[src/rtl/csr_ctrl_if.sv]
// csr_ctrl_if
//   Bundles the three channels around the CSR issue/response sequencer:
//     - instruction channel from execute   (instr_valid/instr_ready, instr, rs1_data)
//     - CSR file port                      (csr_wr_en, csr_op, csr_uimm, csr_addr,
//                                            csr_data_in, csr_rdata)
//     - writeback channel                  (wb_valid/wb_ready, wb_we, wb_rd, wb_data)
//     - illegal instruction pulse
//   Modports:
//     slave  : the sequencer itself (consumes instructions, drives CSR port and writeback)
//     master : the surrounding pipeline (execute, CSR file, writeback stage)
interface csr_ctrl_if;
    logic        instr_valid;
    logic        instr_ready;
    logic [31:0] instr;
    logic [31:0] rs1_data;

    logic        csr_wr_en;
    logic [2:0]  csr_op;
    logic [4:0]  csr_uimm;
    logic [11:0] csr_addr;
    logic [31:0] csr_data_in;
    logic [31:0] csr_rdata;

    logic        wb_valid;
    logic        wb_ready;
    logic        wb_we;
    logic [4:0]  wb_rd;
    logic [31:0] wb_data;

    logic        illegal;

    modport slave (
        input  instr_valid, instr, rs1_data, csr_rdata, wb_ready,
        output instr_ready, csr_wr_en, csr_op, csr_uimm, csr_addr, csr_data_in,
               wb_valid, wb_we, wb_rd, wb_data, illegal
    );

    modport master (
        output instr_valid, instr, rs1_data, csr_rdata, wb_ready,
        input  instr_ready, csr_wr_en, csr_op, csr_uimm, csr_addr, csr_data_in,
               wb_valid, wb_we, wb_rd, wb_data, illegal
    );
endinterface

[src/rtl/csr_ctrl.sv]
// csr_ctrl
//   Issue/response sequencer in front of the CSR register file. Takes one
//   Zicsr instruction from execute, drives the CSR file port for one cycle,
//   captures the (one-cycle registered) old CSR value and hands it to
//   writeback over a valid/ready handshake. Illegal instructions produce a
//   one-cycle pulse on illegal and never reach the CSR file.
//   Ports:
//     clk    : clock
//     rst_n  : asynchronous active-low reset
//     bus    : csr_ctrl_if.slave (instruction, CSR file and writeback channels)
//   Parameters:
//     PARK_ADDR : address shown on csr_addr when no access is in flight
//     RO_CHECK  : flag writes to the read-only CSR space (addr[11:10]==2'b11)
module csr_ctrl #(
    parameter logic [11:0] PARK_ADDR = 12'h000,
    parameter bit          RO_CHECK  = 1'b1
) (
    input  logic        clk,
    input  logic        rst_n,
    csr_ctrl_if.slave   bus
);

    typedef enum logic [1:0] {
        IDLE  = 2'd0,
        ISSUE = 2'd1,
        RESP  = 2'd2
    } state_t;

    localparam logic [6:0] OPC_SYSTEM = 7'b1110011;

    state_t      state_q, state_d;
    logic [11:0] addr_q, addr_d;
    logic [4:0]  uimm_q, uimm_d;
    logic [4:0]  rd_q, rd_d;
    logic [2:0]  funct3_q, funct3_d;
    logic [31:0] data_q, data_d;
    logic [31:0] wb_data_q, wb_data_d;
    logic        resp_first_q, resp_first_d;
    logic        illegal_q, illegal_d;

    // ---------------------------------------------------------------------
    // Decode of the offered instruction (only meaningful in IDLE)
    // ---------------------------------------------------------------------
    logic [6:0]  dec_opcode;
    logic [2:0]  dec_funct3;
    logic [4:0]  dec_field;
    logic [11:0] dec_addr;
    logic        dec_wr_eff;
    logic        dec_illegal;
    logic        iss_wr_eff;

    always_comb begin
        dec_opcode = bus.instr[6:0];
        dec_funct3 = bus.instr[14:12];
        dec_field  = bus.instr[19:15];
        dec_addr   = bus.instr[31:20];
        // CSRRW/CSRRWI always write; set/clear forms only write with a non-zero operand field
        dec_wr_eff = (dec_funct3[1:0] == 2'b01) || (dec_field != 5'd0);
        // funct3 000 and 100 are the only SYSTEM encodings with op bits 00
        dec_illegal = (dec_opcode != OPC_SYSTEM)
                   || (dec_funct3[1:0] == 2'b00)
                   || (RO_CHECK && (dec_addr[11:10] == 2'b11) && dec_wr_eff);
    end

    assign iss_wr_eff = (funct3_q[1:0] == 2'b01) || (uimm_q != 5'd0);

    // ---------------------------------------------------------------------
    // State register
    // ---------------------------------------------------------------------
    always_ff @(posedge clk or negedge rst_n) begin
        if (!rst_n) begin
            state_q      <= IDLE;
            addr_q       <= 12'd0;
            uimm_q       <= 5'd0;
            rd_q         <= 5'd0;
            funct3_q     <= 3'd0;
            data_q       <= 32'd0;
            wb_data_q    <= 32'd0;
            resp_first_q <= 1'b0;
            illegal_q    <= 1'b0;
        end else begin
            state_q      <= state_d;
            addr_q       <= addr_d;
            uimm_q       <= uimm_d;
            rd_q         <= rd_d;
            funct3_q     <= funct3_d;
            data_q       <= data_d;
            wb_data_q    <= wb_data_d;
            resp_first_q <= resp_first_d;
            illegal_q    <= illegal_d;
        end
    end

    // ---------------------------------------------------------------------
    // Next-state and datapath capture
    // ---------------------------------------------------------------------
    always_comb begin
        state_d      = state_q;
        addr_d       = addr_q;
        uimm_d       = uimm_q;
        rd_d         = rd_q;
        funct3_d     = funct3_q;
        data_d       = data_q;
        wb_data_d    = wb_data_q;
        resp_first_d = 1'b0;
        illegal_d    = 1'b0;
        case (state_q)
            IDLE: begin
                if (bus.instr_valid) begin
                    if (dec_illegal) begin
                        illegal_d = 1'b1;
                    end else begin
                        addr_d   = dec_addr;
                        uimm_d   = dec_field;
                        rd_d     = bus.instr[11:7];
                        funct3_d = dec_funct3;
                        data_d   = bus.rs1_data;
                        state_d  = ISSUE;
                    end
                end
            end
            ISSUE: begin
                resp_first_d = 1'b1;
                state_d      = RESP;
            end
            RESP: begin
                // csr_rdata holds the pre-write value only during the first RESP
                // cycle; afterwards the CSR file is reading the parked address.
                if (resp_first_q) begin
                    wb_data_d = bus.csr_rdata;
                end
                if (bus.wb_ready) begin
                    state_d = IDLE;
                end
            end
            default: state_d = IDLE;
        endcase
    end

    // ---------------------------------------------------------------------
    // Outputs
    // ---------------------------------------------------------------------
    always_comb begin
        bus.instr_ready = (state_q == IDLE);
        bus.wb_valid    = (state_q == RESP);
        bus.wb_we       = (state_q == RESP) && (rd_q != 5'd0);
        bus.wb_rd       = rd_q;
        bus.wb_data     = resp_first_q ? bus.csr_rdata : wb_data_q;
        bus.illegal     = illegal_q;

        bus.csr_addr    = PARK_ADDR;
        bus.csr_op      = 3'b000;
        bus.csr_wr_en   = 1'b0;
        bus.csr_uimm    = 5'd0;
        bus.csr_data_in = 32'd0;
        if (state_q == ISSUE) begin
            bus.csr_addr    = addr_q;
            // a non-effective set/clear degrades to NOP so the CSR file only reads
            bus.csr_op      = {funct3_q[2], iss_wr_eff ? funct3_q[1:0] : 2'b00};
            bus.csr_wr_en   = iss_wr_eff;
            bus.csr_uimm    = uimm_q;
            bus.csr_data_in = data_q;
        end
    end

endmodule

[src/flat_wrapper.sv]
// flat-port wrapper written by rule: the top's interface ports become plain ports
module csr_ctrl_flat 
#(
    parameter logic [11:0] PARK_ADDR = 12'h000,
    parameter bit          RO_CHECK  = 1'b1
)
  (clk, rst_n, bus_instr_valid, bus_instr, bus_rs1_data, bus_csr_rdata, bus_wb_ready, bus_instr_ready, bus_csr_wr_en, bus_csr_op, bus_csr_uimm, bus_csr_addr, bus_csr_data_in, bus_wb_valid, bus_wb_we, bus_wb_rd, bus_wb_data, bus_illegal);
  csr_ctrl_if bus_i ();
  input  logic clk;
  input  logic rst_n;
  input wire logic [$bits(bus_i.instr_valid)-1:0] bus_instr_valid;
  input wire logic [$bits(bus_i.instr)-1:0] bus_instr;
  input wire logic [$bits(bus_i.rs1_data)-1:0] bus_rs1_data;
  input wire logic [$bits(bus_i.csr_rdata)-1:0] bus_csr_rdata;
  input wire logic [$bits(bus_i.wb_ready)-1:0] bus_wb_ready;
  output wire logic [$bits(bus_i.instr_ready)-1:0] bus_instr_ready;
  output wire logic [$bits(bus_i.csr_wr_en)-1:0] bus_csr_wr_en;
  output wire logic [$bits(bus_i.csr_op)-1:0] bus_csr_op;
  output wire logic [$bits(bus_i.csr_uimm)-1:0] bus_csr_uimm;
  output wire logic [$bits(bus_i.csr_addr)-1:0] bus_csr_addr;
  output wire logic [$bits(bus_i.csr_data_in)-1:0] bus_csr_data_in;
  output wire logic [$bits(bus_i.wb_valid)-1:0] bus_wb_valid;
  output wire logic [$bits(bus_i.wb_we)-1:0] bus_wb_we;
  output wire logic [$bits(bus_i.wb_rd)-1:0] bus_wb_rd;
  output wire logic [$bits(bus_i.wb_data)-1:0] bus_wb_data;
  output wire logic [$bits(bus_i.illegal)-1:0] bus_illegal;
  assign bus_i.instr_valid = bus_instr_valid;
  assign bus_i.instr = bus_instr;
  assign bus_i.rs1_data = bus_rs1_data;
  assign bus_i.csr_rdata = bus_csr_rdata;
  assign bus_i.wb_ready = bus_wb_ready;
  assign bus_instr_ready = bus_i.instr_ready;
  assign bus_csr_wr_en = bus_i.csr_wr_en;
  assign bus_csr_op = bus_i.csr_op;
  assign bus_csr_uimm = bus_i.csr_uimm;
  assign bus_csr_addr = bus_i.csr_addr;
  assign bus_csr_data_in = bus_i.csr_data_in;
  assign bus_wb_valid = bus_i.wb_valid;
  assign bus_wb_we = bus_i.wb_we;
  assign bus_wb_rd = bus_i.wb_rd;
  assign bus_wb_data = bus_i.wb_data;
  assign bus_illegal = bus_i.illegal;
  csr_ctrl #(.PARK_ADDR(PARK_ADDR), .RO_CHECK(RO_CHECK)) u_core (.clk(clk), .rst_n(rst_n), .bus(bus_i));
endmodule
[config.mk]
export PLATFORM = sky130hd
export DESIGN_NAME = csr_ctrl_flat
export DESIGN_NICKNAME = d
export VERILOG_FILES = /design/src/rtl/csr_ctrl_if.sv /design/src/rtl/csr_ctrl.sv /design/src/flat_wrapper.sv
export SDC_FILE = /design/constraint.sdc
export NUM_CORES = 1
export LEC_CHECK = 0
export ABC_AREA = 1
export CORE_UTILIZATION = 39
export DETAILED_ROUTE_END_ITERATION = 6
export PLACE_DENSITY = 0.87
export SLEW_MARGIN = 40
export SYNTH_ARGS = -nofsm -noshare
export SYNTH_HDL_FRONTEND = slang
export SYNTH_SLANG_ARGS = --single-unit
[constraint.sdc]
create_clock -name clk -period 1.3 [get_ports clk]
set_input_delay 0.195 -clock clk [delete_from_list [all_inputs] [get_ports clk]]
set_output_delay 0.195 -clock clk [all_outputs]
set_load 0.03 [all_outputs]
# == Word level (Yosys, flattened, before mapping) ==
# Cells that the tools add are included.
# W data, S select, Z words.
# totals
ff_bits,93
out_inout_bits,94
input_bits,100
# classes
n_bitwise,1
n_eq_ne,9
n_reduce_logical,13
mux,15
# op_table
cell,n
$mux W32,2
$reduce_bool A5 Y1,3
$mux W12,1
$mux W2,4
$ne A7 B7 Y1 const B,1
$eq A2 B1 Y1 const B,3
$ne A2 B2 Y1 const B,3
$pmux W2 S3,1
$reduce_and A3 Y1,2
$mux W1,5
$mux W5,1
$eq A2 B2 Y1 const B,2
$logic_not A2 Y1,2
$logic_or A1 B1 Y1,4
$mux W3,1
$logic_and A1 B1 Y1,2
$not A1 Y1,1

# == Logic depth before layout (Yosys ltp) ==
# depth
depth_word,7
mapped_depth,9
ltp_nobuf,7

# == Worst setup path before layout ==
# No wires, ideal clock.
# synth_timing
kind,reg-to-reg
startpoint,register u_core.resp_first_q
endpoint,register u_core.wb_data_q[23]
slack_ns,-0.373
t_required_ns,1.217
arrival_ns,1.590
path_buffers,2
setup_ns,0.083
path_stages_with_launch,6
cell_sequence,dfrtp_1 buf_2 clkbuf_1 o21ai_0 nand2_1 o21ai_0
# synth_via
elab_chain_cells,1
# synth_lines
element,line,rtl
"start, declared",csr_ctrl.sv:38,"logic resp_first_q, resp_first_d;"
"start signal, assigned",csr_ctrl.sv:89,resp_first_q <= resp_first_d;
$mux W32,n/a,
named net bus_wb_data[23],flat_wrapper.sv:25,output wire logic [$bits(bus_i.wb_data)-1:0] bus_wb_data;
"end signal, assigned",csr_ctrl.sv:88,wb_data_q <= wb_data_d;
"end, declared",csr_ctrl.sv:37,"logic [31:0] wb_data_q, wb_data_d;"
# The timed path passes the listed nets, and every way through them passes these cells.
# A chain may end at the register's enable or synchronous reset.

# == Worst setup path in the final report ==
# layout_timing
startpoint,register u_core.state_q[1]
endpoint,output port bus_wb_valid
# layout_via
elab_chain_cells,1
# layout_lines
element,line,rtl
"start, declared",csr_ctrl.sv:31,"state_t state_q, state_d;"
"start signal, assigned",csr_ctrl.sv:82,state_q <= state_d;
$eq A2 B2 Y1,csr_ctrl.sv:145,bus.wb_valid = (state_q == RESP);
"end, declared",flat_wrapper.sv:22,output wire logic [$bits(bus_i.wb_valid)-1:0] bus_wb_valid;
# Every way passes these cells.

==> results.md <==
- Initial core utilization: 0.401
- Initial antenna violation count: 0
- Die width: 110 um
- Final WS setup: -430 ps
- First-pass GRT wire length: 24900 um
- Compound-gate portion of the synthesized area: 0.0746
- Drt pass-1 iters: 7
- Max_slew headroom: 0.778
- Gate Count Post-Synth: 613
- Final wirelength: 19000 um
- Status: finished with violations
- Simple-Gate Fraction of Synth Area: 0.293
- Hold WC Path Type: in -> async
- Clk_lat worst skew: 330 ps
- H-tree lvl count: 3
- Failing checks: design-rule violations, negative setup slack
- Post-DR wirelength/cell: 19.0 um
- Setup_tns: -56270 ps
- Synth cell types: 17
- Final hold slack: 325 ps
- FF+latch count, synth: 93
- Peak VDD IR: 795 uV
- Largest net degree at the start of global routing: 39
- Max frequency: 0.578 GHz
- Fin cells: between 900 and 1000
- Crit-path cells: buf_4 -> buf_6 -> inv_4 -> buf_6 -> nor2_4 -> buf_12 -> buf_6
- Final Max Tran Viols: 0
- Largest family of logic cells by synthesized area: simple AND/OR/NAND/NOR gates
- Fill count: 674
- Commonest cells after routing, fill and taps aside: nand2_1, clkdlybuf4s50_1, dfrtp_1
- Unrepaired setup endpoints after global routing: true
- Max-cap viol count: 0
- CTS max path bufs: 2
- CP startpoint kind: flop
- PD cells: 1010 nW/um^2
- Synth Area in XOR/XNOR: 0
- DRC viols: 11
- Multi-input logic area: 2470 um^2
- Routed vias: 5242
- CTS tree: yes
- CTS sink count: 93
- Root Driver: clkbuf_16
- Most common cell after layout, fill and taps aside: nand2_1
- # nets final: 950
- Vias in the first global route: 5038
- WS Path Type: reg -> out
- Setup violators final: 179
- Sequential cell area: between 2000 and 2500 um^2
- Row cnt: 39
- Area of the mapped netlist: 4580 um^2
- Via/cell ratio: 5.26
- Least-Margin Pin Slew: 333 ps
- Post-synthesis adder-cell area fraction: 0
- Seq/Total Area, Yosys: 0.508
- Slowest stage delay, CP: 410 ps
- Crit path capture type: output pin
- Worst path slowest cell: dfrtp_1
- Pre-CTS setup slack: -362 ps
- # IOs: 194
- Synthesis Warnings: 0
- Layout cells sized above 1: 0.365
- Final period util: 1.33
- Dpl hpwl: 9160 um
- Critical path required time: around 1100 ps
- Critical Path Most Common Cell: buf_6
- Final Hold Viols: 0
- Post-layout minimum cycle time: 1730 ps
- Mux share of post-synthesis cell area: 0
- Buffers on Ports: just under 200
- Grt ovf: 0
- Starting DRT DRC Count: approximately 400
- R2R depth: 11
- CTS buffer count: 9
- Die footprint: roughly 12000 um^2
- Fin Clk Skew: 5.62 ps
- Area delta synth->final: 94.0%
- Routed Antenna Nets: 0
- Placed instance count: 940
- Max FO, Critical Path: 4
- Die H: roughly 110 um
- Clock slew at reported path FFs: approximately 70 ps
- Data arrival, critical path: 1530 ps
- Core Region: 11400 um^2
- Syn_nets: 713
- Gpl congestion: 0.870
- Synth Area per Inst: 7.47 um^2
- GRT Util Overall: 0.273
- Leakage: approximately 4.1 nW
- Total chip power: 9.00 mW
- Ant. Diodes: 0
path summary, 6_finish.rpt:
kind | endpoint | start | slack [ps]
setup / recovery | bus_wb_valid | u_core.state_q[1] | -430
hold / removal | u_core.wb_data_q[4] | rst_n | 320
setup reg to reg | u_core.wb_data_q[16] | u_core.state_q[1] | -420
hold reg to reg | u_core.data_q[14] | u_core.data_q[14] | 470
max in group asynchronous | u_core.data_q[17] | rst_n | 460
min in group clk | u_core.addr_q[1] | bus_instr[21] | 420
per-stage QoR:
step,util,area [um^2]
after floorplan,-,4700
after global routing,0.778,8880
final,0.778,8880
after detailed placement,0.600,6850
after global placement,0.600,6850
after CTS,0.741,8470
timing repair:
item | in CTS | in global routing
buffers inserted | 11 | 8
gates resized for setup | 220 | 82
gates cloned | 14 | 8
pin swaps | 45 | 21
hold endpoints to repair | 21 | 0
setup endpoints to repair | 97 | 179
hold buffers | 1 | 0
logic make-up (layout without fill, tap and decap cells):
family	count (synthesis)	in the layout
buffers and inverters	139	380
AOI/OAI and AO/OA	67	67
and+or+nand+nor	314	314
DFF	93	93
synth_stat cells (all sizes together):
cell      n  area (um^2)
nand4    58          363
clkbuf   24         90.1
nand2   188          706
inv      96          360
nor3      3         15.0
o21bai    1         11.3
o21ai    66          330
buf      19          116
nand3     3         20.0
nor2     62          238
dfrtp    93         2330
critical path: cells and delay by family (launching register included):
family,cells,cell delay (ps)
buffers and inverters,6,650
flip-flops,1,410
AND/OR/NAND/NOR,1,140
area by class of cell:
cell class              instances  area share
repair buffers                269       0.365
multi-input cells             381       0.278
flip-flops and latches         93       0.262
inverters                      96      0.0414
clock buffers                  12      0.0300
well taps                     143      0.0202
clock inverters                 3     0.00225
registers in the layout, summed over array words and instances, names as in the netlist:
signal / flops
u_core.funct3_q: 3
u_core.resp_first_q: 1
u_core.bus.wb_rd: 5
u_core.wb_data_q: 32
u_core.data_q: 32
u_core.addr_q: 12
u_core.bus.illegal: 1
u_core.uimm_q: 5
u_core.state_q: 2
routing by layer:
metal | global-route usage | up-vias | routed length (um)
li1 | - | 2397 | -
met1 | 0.294 | 2540 | 6790
met2 | 0.520 | 241 | 9890
met3 | 0.0647 | 64 | 1610
met4 | 0.0930 | 0 | 677
met5 | 0 | - | 0
power breakdown:
part | switching [mW] | internal (mW)
clock network | 1.11 | 1.44
registers | 0.160 | 3.23
logic | 1.66 | 1.41
(Power assumes the default switching activity.)
